--- src/rtl/mux_scan_ctrl_pkg.sv ---
// Shared types and widths for the 4:1 mux scan controller.
package mux_scan_ctrl_pkg;

  localparam int DWELL_W = 8;
  localparam int FRAME_W = 4;

  typedef enum logic [1:0] {
    ST_IDLE   = 2'd0,
    ST_SETTLE = 2'd1,
    ST_HOLD   = 2'd2
  } state_t;

  typedef struct packed {
    logic       found;
    logic [1:0] ch;
  } ch_pick_t;

endpackage

--- src/rtl/mux_scan_ctrl.sv ---
// Scan controller: steps mux selects over enabled channels, samples mux_o after
// DWELL cycles per channel and hands one 4-bit frame downstream via valid/ready.
module mux_scan_ctrl
  import mux_scan_ctrl_pkg::*;
#(
  parameter int DWELL = 2
) (
  input  logic               clk,
  input  logic               rst,
  input  logic               start,
  input  logic               continuous,
  input  logic [FRAME_W-1:0] ch_mask,
  input  logic               mux_o,
  output logic               s0,
  output logic               s1,
  output logic [FRAME_W-1:0] frame,
  output logic               frame_valid,
  input  logic               frame_ready,
  output logic               busy
);

  localparam logic [DWELL_W-1:0] DWELL_LAST = DWELL_W'(DWELL - 1);

  state_t             state_r;
  logic [1:0]         ch_r;
  logic [DWELL_W-1:0] dwell_cnt_r;
  logic [FRAME_W-1:0] mask_r;
  ch_pick_t           first_s;
  ch_pick_t           next_s;
  logic               launch_s;

  // Lowest enabled channel whose index is >= from; found=0 when none is left.
  function automatic ch_pick_t pick_from(input logic [FRAME_W-1:0] mask,
                                         input logic [2:0]         from);
    ch_pick_t res;
    res = '0;
    for (int i = FRAME_W - 1; i >= 0; i--) begin
      if ((i >= int'(from)) && mask[i]) begin
        res.found = 1'b1;
        res.ch    = 2'(i);
      end else begin
        res = res;
      end
    end
    return res;
  endfunction

  // Channel lookups and the scan-launch condition (start from IDLE or auto-restart).
  always_comb begin
    first_s  = pick_from(ch_mask, 3'd0);
    next_s   = pick_from(mask_r, {1'b0, ch_r} + 3'd1);
    launch_s = 1'b0;
    case (state_r)
      ST_IDLE: launch_s = start;
      ST_HOLD: launch_s = frame_ready & continuous;
      default: launch_s = 1'b0;
    endcase
  end

  // Scan FSM with registered selects, frame, handshake and busy flag.
  always_ff @(posedge clk or posedge rst) begin
    if (rst) begin
      state_r     <= ST_IDLE;
      ch_r        <= 2'd0;
      dwell_cnt_r <= '0;
      mask_r      <= '0;
      s0          <= 1'b0;
      s1          <= 1'b0;
      frame       <= '0;
      frame_valid <= 1'b0;
      busy        <= 1'b0;
    end else if (launch_s) begin
      mask_r      <= ch_mask;
      frame       <= '0;
      dwell_cnt_r <= '0;
      busy        <= 1'b1;
      if (first_s.found) begin
        state_r     <= ST_SETTLE;
        ch_r        <= first_s.ch;
        {s0, s1}    <= first_s.ch;
        frame_valid <= 1'b0;
      end else begin
        // Empty mask: nothing to sample, the all-zero frame is ready at once.
        state_r     <= ST_HOLD;
        ch_r        <= 2'd0;
        {s0, s1}    <= 2'b00;
        frame_valid <= 1'b1;
      end
    end else begin
      case (state_r)
        ST_IDLE: begin
          {s0, s1}    <= 2'b00;
          frame_valid <= 1'b0;
          busy        <= 1'b0;
        end
        ST_SETTLE: begin
          if (dwell_cnt_r == DWELL_LAST) begin
            frame[ch_r] <= mux_o;
            dwell_cnt_r <= '0;
            if (next_s.found) begin
              ch_r     <= next_s.ch;
              {s0, s1} <= next_s.ch;
            end else begin
              state_r     <= ST_HOLD;
              frame_valid <= 1'b1;
            end
          end else begin
            dwell_cnt_r <= dwell_cnt_r + DWELL_W'(1);
          end
        end
        ST_HOLD: begin
          if (frame_ready) begin
            state_r     <= ST_IDLE;
            frame_valid <= 1'b0;
            {s0, s1}    <= 2'b00;
            busy        <= 1'b0;
          end else begin
            frame_valid <= 1'b1;
          end
        end
        default: begin
          state_r     <= ST_IDLE;
          ch_r        <= 2'd0;
          dwell_cnt_r <= '0;
          {s0, s1}    <= 2'b00;
          frame       <= '0;
          frame_valid <= 1'b0;
          busy        <= 1'b0;
        end
      endcase
    end
  end

endmodule

--- config.mk ---
export PLATFORM = sky130hd
export DESIGN_NAME = mux_scan_ctrl
export DESIGN_NICKNAME = d
export VERILOG_FILES = /design/src/rtl/mux_scan_ctrl_pkg.sv /design/src/rtl/mux_scan_ctrl.sv
export SDC_FILE = /design/constraint.sdc
export NUM_CORES = 1
export LEC_CHECK = 0
export ABC_AREA = 1
export BUFFER_PORTS_ARGS = -buffer_cell sky130_fd_sc_hd__buf_2
export CORE_ASPECT_RATIO = 1.25
export CORE_MARGIN = 4
export CORE_UTILIZATION = 50
export DETAILED_ROUTE_END_ITERATION = 6
export PLACE_DENSITY = 0.77
export SLEW_MARGIN = 40
export SYNTH_ARGS = -nofsm -noshare
export SYNTH_HDL_FRONTEND = slang
export SYNTH_SLANG_ARGS = --single-unit
--- constraint.sdc ---
create_clock -name clk -period 3 [get_ports clk]
set_clock_uncertainty 0.2 [all_clocks]
set_input_delay 0.6 -clock clk [delete_from_list [all_inputs] [get_ports clk]]
set_output_delay 0.6 -clock clk [all_outputs]
set_load 0.005 [all_outputs]
== Word level (Yosys, flattened, before mapping) ==
Cells that the tools add are included.
Widths: inputs -> output; s select.
Operators by class
  add/sub/neg operators: 2
  magnitude comparators: 6
  equal/unequal tests: 10
  mux-type cells: 48
  bitwise gates (word level): 1
  reduce and logical (&&, ||, !) cells: 13
Operators by type and width (number)
  $mux 3: 8
  $mux 2: 9
  $mux 1: 16
  $mux 8: 2
  $pmux 8 s2: 1
  $ne 3x3->1 const B: 4
  $pmux 1 s2: 5
  $add 8x1->8 const B: 1
  $eq 8x1->1 const B: 1
  $mux 4: 2
  $pmux 4 s2: 1
  $ge 1x3->1 const A: 2
  $ge 2x3->1 const A: 2
  $pmux 2 s3: 1
  $reduce_and 2->1: 3
  $reduce_and 3->1: 2
  $logic_and 1x1->1: 5
  $bwmux 4: 1
  $ne 2x2->1 const B: 2
  $pmux 2 s2: 1
  $reduce_and 4->1: 1
  $add 2x1->3 const B: 1
  $lt 2x3->1 const B: 1
  $demux 1 s2: 1
  other kinds (7): 7
Word-level totals
  register bits after elaboration: 24
  output and inout port bits: 8
  word-level logic and storage cells: 89

== Depth between registers and ports, before layout ==
Gate-level depths: netlist of the first run.
  word-level depth: 11
  gate-level depth with buffers: 10
  depth with buffers taken out: 10

== Worst setup path before layout of the first run ==
Ideal clock, no wire load.
  kind: flip-flop to flip-flop
  start: register state_r[0]
  end: register dwell_cnt_r[1]
  library setup time: 0.122 ns
  arrival time: 1.274 ns
  setup slack: 1.403 ns
  cell stages (with the launch flop): 9
  path buffers: 1
  period minus slack after synthesis: 1.597 ns
  cell sequence: dfrtp_1 -> inv_1 -> ha_1 -> inv_1 -> nand2_1 -> nand3_4 -> buf_6 -> o21ai_0 -> nor2_1
On the way
  cells in the longest elaborated chain, start to end: 4
RTL lines
  start: declaration: line mux_scan_ctrl.sv:24  | state_t state_r;
  start signal: assignment: line mux_scan_ctrl.sv:63  | state_r <= ST_IDLE;
  start signal: assignment: line mux_scan_ctrl.sv:78  | state_r <= ST_SETTLE;
  start signal: assignment: line mux_scan_ctrl.sv:84  | state_r <= ST_HOLD;
  $eq 2x2->1 / $logic_not 2->1 (equally long branches): line mux_scan_ctrl.sv:53, mux_scan_ctrl.sv:90
  $reduce_or 2->1 (no source line)
  $pmux 8 s2: line mux_scan_ctrl.sv:90  | case (state_r)
  $mux 8: line mux_scan_ctrl.sv:72  | end else if (launch_s) begin
  end signal: assignment: line mux_scan_ctrl.sv:108  | dwell_cnt_r <= dwell_cnt_r + DWELL_W'(1);
  end: declaration: line mux_scan_ctrl.sv:26  | logic [DWELL_W-1:0] dwell_cnt_r;
Several ways; a longest one is shown, not always the timed one.
A chain may end at the register's enable or synchronous reset.

== Worst setup path in the final report of the first run ==
  start: register state_r[1]
  end: register dwell_cnt_r[4]
The elaborated chain is that of the path after synthesis.

==> flow_summary.yaml, run 1 <==
floorplan:
  core_mm2: 0.00276
  start_util_pct: 54.0
  num_io_pins: 18
  die_y_um: 69.0
  rows: 21
  dieArea_mm2: 0.00392
  die_w_um: 56.8
placement:
  place_congestion: 0.868
  placed_cells: 251
  io_buffer_count: 17
  hpwl_mm: 2.25
  dpl-instance-area_mm2: 0.00159
  post-place-ws_ns: 1.09
power_and_ir_drop:
  report.power.total_mw: 1.42
  power_switching_mw: 0.693
  pwr-share-clk_pct: 10.3
  p_seq_share_pct: 32.3
  p_leak_nw: 0.886
  power_frac_comb_pct: 57.4
  intPower_mw: 0.725
  vdd_ir_drop_max_mv: 0.756
  p_sw_share_pct: 48.9
  p_per_area_mw_per_mm2: 877
yosys:
  synth_warnings: 0
  synth.ff_latch_count: 23
  yosys.area.top_type: "dfrtp_1"
  synth_edf_count: 0
  ys_top_cells_by_area: "dfrtp_1 39%, nand2_1 15%, nand3_1 10%, inv_1 5.8%, nor2_1 4.3%"
  synth_most_common_cell: "nand2_1"
  syn_area_per_cell_um2: 7.34
  ys_types: 25
  ys_async_sr_fraction_pct: 100
  netlist_top_cells_count: "61 x nand2_1, 31 x nand3_1, 23 x dfrtp_1, 23 x inv_1, 17 x nor2_1"
  syn_nets: 218
  syn_area_mm2: 0.00149
  synth-main-ff-cell: "dfrtp_1"
  ys_seq_area_share_pct: 38.6
  synth_top_area_share_pct: 38.6
  synthCells: 203
clock_tree:
  cts_tree: "yes"
  cts_hold_buf: 0
  cts-resized-gates: 0
  clkSinkCount: 23
  clock_path_buffers: 2
  cts_buffers: 3
  htreeDepth: 1
  worstSkewPairLatency_ns: 0.32
  post_cts_buffers: 0
  clkTransAtPathRegs_ns: 0.13
  root_buffer: "clkbuf_4"
sta:
  setup_ws_ns: 1.08
  period_minus_slack_ns: 1.92
  finalMaxSlewViolations: 0
  hold_violations: 0
  rsz0062_at_grt: "false"
  fmax_ghz: 0.520
  min_period_over_period_pct: 64.1
  worstMarginPinSlew_ns: 0.472
  setup_viol: 0
  slew_headroom_pct: 68.5
  setup_tns_ns: 0
  hold_slack_ns: 0.0735
setup_path:
  critPathKind: "reg -> reg"
  end_kind: "flip-flop"
  timing.critical_path.from: "state_r[1]$_DFFE_PP0P_"
  rrSetupSlack_ns: 1.08
  reg2reg_from: "state_r[1]$_DFFE_PP0P_"
  rr_worst_depth: 8
  critPathRequiredTime_ns: 3.04
  endpoint: "dwell_cnt_r[4]$_DFFE_PP0P_"
  worstPathMaxFanout: 9
  r2r-end: "dwell_cnt_r[4]$_DFFE_PP0P_"
  worstPathArrival_ns: 1.96
  crit_path_start_kind: "flip-flop"
cells_and_area:
  fin_util_pct: 58.6
  nFillCells: 280
  antennaDiodeCount: 0
  area_delta_synth_final_pct: 8.56
  fin_cells: 255
  drive_gt1_share_pct: 18.1
  nets: 237
  final_area_mm2: 0.00162
detailed_routing:
  route.final.wire_length_mm: 2.87
  ant_nets: 0
  drc: 0
  wire_per_inst_um: 11.2
  vias: 1292
  dr.first_iter.drc_count: 47
  firstDrtPassIters: 4
  routed_via_density: 5.07
global_route:
  grt_first_pass_wirelength_mm: 5.65
  grt_pass1_vias: 1334
  grt_overflow: 0
  grt_start_max_net_pins: 24
  gr-usage-all-layers_pct: 17.4
  antenna_found_initial: 0
outcome:
  status: "finished, final reports clean"
worst_hold_path:
  hold_path_class: "in -> async"
run:
  maxCapViolations: 0
==> worst min path at each step <==
stage / cells past startpoint / startpoint / end / slack, ns
floorplan: 2 / mask_r[2]$_DFFE_PP0P_ / mask_r[2]$_DFFE_PP0P_ / 0.25
global placement: 2 / frame[3]$_DFFE_PP0P_ / frame[3]$_DFFE_PP0P_ / 0.26
detailed placement: 2 / frame[1]$_DFFE_PP0P_ / frame[1]$_DFFE_PP0P_ / 0.27
CTS: 2 / rst / dwell_cnt_r[7]$_DFFE_PP0P_ / 0.09
global route: 2 / rst / frame[1]$_DFFE_PP0P_ / 0.10
finish: 2 / rst / frame[0]$_DFFE_PP0P_ / 0.07
==> routing by layer <==
layer	track usage, %	vias up	wire length, um
met5	0	-	0
met4	6.44	0	46
met3	1.87	5	77
met2	29.4	16	1460
met1	22.8	590	1280
li1	-	681	-
==> flip-flops by register name, indices dropped and copies added (netlist names) <==
name	flops
frame	4
frame_valid	1
dwell_cnt_r	8
busy	1
mask_r	3
ch_r	2
s0	1
state_r	2
s1	1
==> worst max-delay path, cell delays in order, from the launching register on <==
cell and delay (ns):
dfrtp_1 0.42, inv_1 0.08, ha_1 0.40, nand3_4 0.17
inv_2 0.18, nand2_4 0.11, nand2_2 0.10, nand2_1 0.06
a21oi_1 0.13
==> cell families (layout without fill, tap and decap cells) <==
| group | count (synthesis) | in the layout | synth area share [%] |
|---|---|---|---|
| compound gates | 16 | 16 | 5.71 |
| fa+ha+maj | 5 | 5 | 4.20 |
| buf+inv | 30 | 48 | 8.82 |
| flops | 23 | 23 | 38.6 |
| simple gates | 129 | 129 | 42.7 |
==> layout by cell type, fill, tap and decap left out, drive strengths merged, types with 2 or more instances in the layout <==
cell type,instances
nor2,20
o21ai,10
ha,5
clkbuf,3
nand2,68
nand3,34
inv,27
a21oi,4
nor3,3
dfrtp,23
buf,17
nand3b,2
==> power groups by stage <==
stage,registers (mW),clock network (mW),logic [mW]
2_1_floorplan,0.456,0,0.674
3_3_place_gp,0.462,0,0.810
3_5_place_dp,0.464,0,0.824
4_1_cts,0.458,0.149,0.827
5_1_grt,0.473,0.159,0.953
6_report,0.458,0.146,0.815
==> area by class of cell <==
| cell class | count | area [um2] | area share [%] |
|---|---|---|---|
| Timing Repair Buffer | 17 | 85.1 | 5.26 |
| Clock inverter | 1 | 5.00 | 0.309 |
| Clock buffer | 3 | 22.5 | 1.39 |
| Inverter | 27 | 104 | 6.42 |
| Sequential cell | 23 | 576 | 35.6 |
| Multi-Input combinational cell | 150 | 783 | 48.4 |
| Tap cell | 34 | 42.5 | 2.63 |
Power figures use the tool's default switching activity.
==> run 2, diff against run 1 <==
--- a/config.mk
+++ b/config.mk
@@ -5,13 +5,13 @@
 export SDC_FILE = /design/constraint.sdc
 export NUM_CORES = 1
 export LEC_CHECK = 0
-export ABC_AREA = 1
+export ABC_AREA = 0
 export BUFFER_PORTS_ARGS = -buffer_cell sky130_fd_sc_hd__buf_2
 export CORE_ASPECT_RATIO = 1.25
 export CORE_MARGIN = 4
 export CORE_UTILIZATION = 50
 export DETAILED_ROUTE_END_ITERATION = 6
-export PLACE_DENSITY = 0.77
+export PLACE_DENSITY = 0.8
 export SLEW_MARGIN = 40
 export SYNTH_ARGS = -nofsm -noshare
 export SYNTH_HDL_FRONTEND = slang
==> constraint.sdc (replaced) <==
create_clock -name clk -period 1.6 [get_ports clk]
set_clock_uncertainty 0.2 [all_clocks]
set_input_delay 0.32 -clock clk [delete_from_list [all_inputs] [get_ports clk]]
set_output_delay 0.32 -clock clk [all_outputs]
set_load 0.005 [all_outputs]
==> run 2 against run 1 <==
The flow now finishes with violations (setup timing); final cell count is 6.7% lower; combinational power rose to 3.6 times the previous value; clock-buffer cell count increased by 1; critical endpoint is now ch_r[1]$_DFFE_PP0P_; largest cell class unchanged; largest power group unchanged; highest routed layer unchanged.
==> flow_summary.yaml, run 2 <==
sta:
  hold_slack_ns: 0.0415
  slew_headroom_pct: 71.4
  hold_violations: 0
  min_period_over_period_pct: 127
  rsz0062_at_grt: "true"
  setup_viol: 21
  period_minus_slack_ns: 2.03
  worstMarginPinSlew_ns: 0.424
  setup_ws_ns: -0.431
  fmax_ghz: 0.492
  setup_tns_ns: -6.60
  finalMaxSlewViolations: 0
placement:
  io_buffer_count: 17
  hpwl_mm: 2.59
  place_congestion: 0.831
  dpl-instance-area_mm2: 0.00182
yosys:
  synth_most_common_cell: "dfrtp_1"
  syn_area_mm2: 0.00135
  synth_warnings: 0
  ys_types: 45
  synth.ff_latch_count: 23
  ys_top_cells_by_area: "dfrtp_1 43%, nand2_1 4.7%, ha_1 4.6%, mux2_2 3.3%, a21oi_1 2.6%"
  netlist_top_cells_count: "23 x dfrtp_1, 17 x nand2_1, 8 x nor2_1, 7 x a21oi_1, 7 x o21ai_0"
  synth_top_area_share_pct: 42.7
  synth_edf_count: 0
  ys_async_sr_fraction_pct: 100
  ys_seq_area_share_pct: 42.7
  yosys.area.top_type: "dfrtp_1"
  syn_nets: 147
  synth-main-ff-cell: "dfrtp_1"
  syn_area_per_cell_um2: 10.2
  synthCells: 132
cells_and_area:
  drive_gt1_share_pct: 55.1
  largest_register: "dwell_cnt_r"
  largest_reg_flops: 8
  final_common_cell: "buf_4"
  top_regs: "dwell_cnt_r (8), frame (4), mask_r (3)"
  antennaDiodeCount: 0
  final_area_mm2: 0.00213
  area_delta_synth_final_pct: 57.6
  mostFrequentLayoutCells: "46 x buf_4, 22 x dfrtp_1, 17 x buf_2, 15 x nand2_1, 9 x buf_6"
  nets: 221
detailed_routing:
  firstDrtPassIters: 6
  route.final.wire_length_mm: 4.23
  routed_via_density: 5.91
  ant_nets: 0
  wire_per_inst_um: 17.8
  dr.first_iter.drc_count: 51
  vias: 1407
  drc: 0
setup_path:
  crit_top_cell: "buf_6"
  worstPathArrival_ns: 2.04
  critPathRequiredTime_ns: 1.61
  critPathKind: "reg -> reg"
  cp_slowest_cell: "dfrtp_1"
  crit_path_start_kind: "flip-flop"
  worstPathMaxFanout: 5
  max_stage_delay_ns: 0.42
  crit_chain: "inv_2 > ha_4 > a32oi_4 > buf_6 > buf_6 > a31oi_4 > o21ai_4 > mux2_4"
  end_kind: "flip-flop"
floorplan:
  core_mm2: 0.00250
  die_w_um: 54.5
  start_util_pct: 53.9
  num_io_pins: 18
  dieArea_mm2: 0.00360
  die_y_um: 66.1
  rows: 20
clock_tree:
  clkSinkCount: 23
  root_buffer: "clkbuf_4"
  worstSkewPairLatency_ns: 0.31
  cts_buffers: 3
  clock_path_buffers: 2
  htreeDepth: 1
  clkTransAtPathRegs_ns: 0.13
  cts_tree: "yes"
global_route:
  grt_first_pass_wirelength_mm: 6.39
  gr-usage-all-layers_pct: 24.8
  antenna_found_initial: 0
  grt_start_max_net_pins: 24
  grt_overflow: 0
  grt_pass1_vias: 1409
power_and_ir_drop:
  p_leak_nw: 1.00
  report.power.total_mw: 4.04
  vdd_ir_drop_max_mv: 1.26
  p_per_area_mw_per_mm2: 1900
outcome:
  violations: "setup timing"
  status: "finished with violations"
run:
  maxCapViolations: 0
worst_hold_path:
  hold_path_class: "in -> reg"
-- run 2: layer usage --
| layer | vias to the layer above | track usage (%) | wire length [um] | share of wire [%] |
|---|---|---|---|---|
| met5 | - | 0 | 0 | 0 |
| met4 | 0 | 9.66 | 165 | 3.9 |
| met3 | 25 | 3.16 | 277 | 6.6 |
| met2 | 79 | 46.4 | 2200 | 52 |
| met1 | 677 | 26.6 | 1590 | 38 |
| li1 | 626 | - | - | - |
-- run 2: final timing paths --
kind	from	endpoint	slack, ns	depth (start not counted)
setup reg to reg	state_r[0]$_DFFE_PP0P_	ch_r[1]$_DFFE_PP0P_	-0.43	8
setup / recovery	state_r[0]$_DFFE_PP0P_	ch_r[1]$_DFFE_PP0P_	-0.43	8
hold / removal	ch_mask[3]	mask_r[3]$_DFFE_PP0P_	0.04	3
hold reg to reg	frame[3]$_DFFE_PP0P_	frame[3]$_DFFE_PP0P_	0.31	1
min in group asynchronous	rst	dwell_cnt_r[5]$_DFFE_PP0P_	0.37	4
max in group asynchronous	rst	state_r[1]$_DFFE_PP0P_	0.57	4
-- run 2: layout make-up --
type | count | area [um2]
Clock buffer | 4 | 26.3
Fill cell | 135 | 377
Inverter | 6 | 22.5
Multi-Input combinational cell | 99 | 917
Sequential cell | 23 | 577
Tap cell | 33 | 41.3
Timing Repair Buffer | 73 | 542
-- run 2: logic make-up after synthesis --
group,synth area share (%)
buffers and inverters,3.43
and+or+nand+nor,20.6
DFF,42.7
AOI/OAI and AO/OA,22.1
xor gates and xnor gates,3.25
adders and majority gates,4.64
muxes,3.34
-- run 2: what timing repair did --
item,CTS,global route
setup buffers,8,5
setup endpoints to repair,23,23
pin swaps,11,8
hold buffers,1,0
hold endpoints to repair,23,0
resized for setup,30,10
-- run 2: per-stage QoR --
step	cells	utilization (%)	worst slack, ns
finish	238	85.0	-0.431
global route	238	85.0	-0.479
CTS	233	81.8	-0.351
detailed placement	220	72.7	-0.438
global placement	220	72.7	-0.343
floorplan	132	-	-0.365
-- run 2: critical path: cells and delay by family (launching register included) --
kind / cells / cell delay [ns]
compound gates: 3 / 0.44
fa+ha+maj: 1 / 0.16
buf+inv: 3 / 0.39
flops: 1 / 0.42
mux: 1 / 0.31
-- run 2: where the power goes --
part | switching, mW | internal [mW]
clock network | 0.180 | 0.0974
registers | 0.125 | 0.724
logic | 1.38 | 1.53
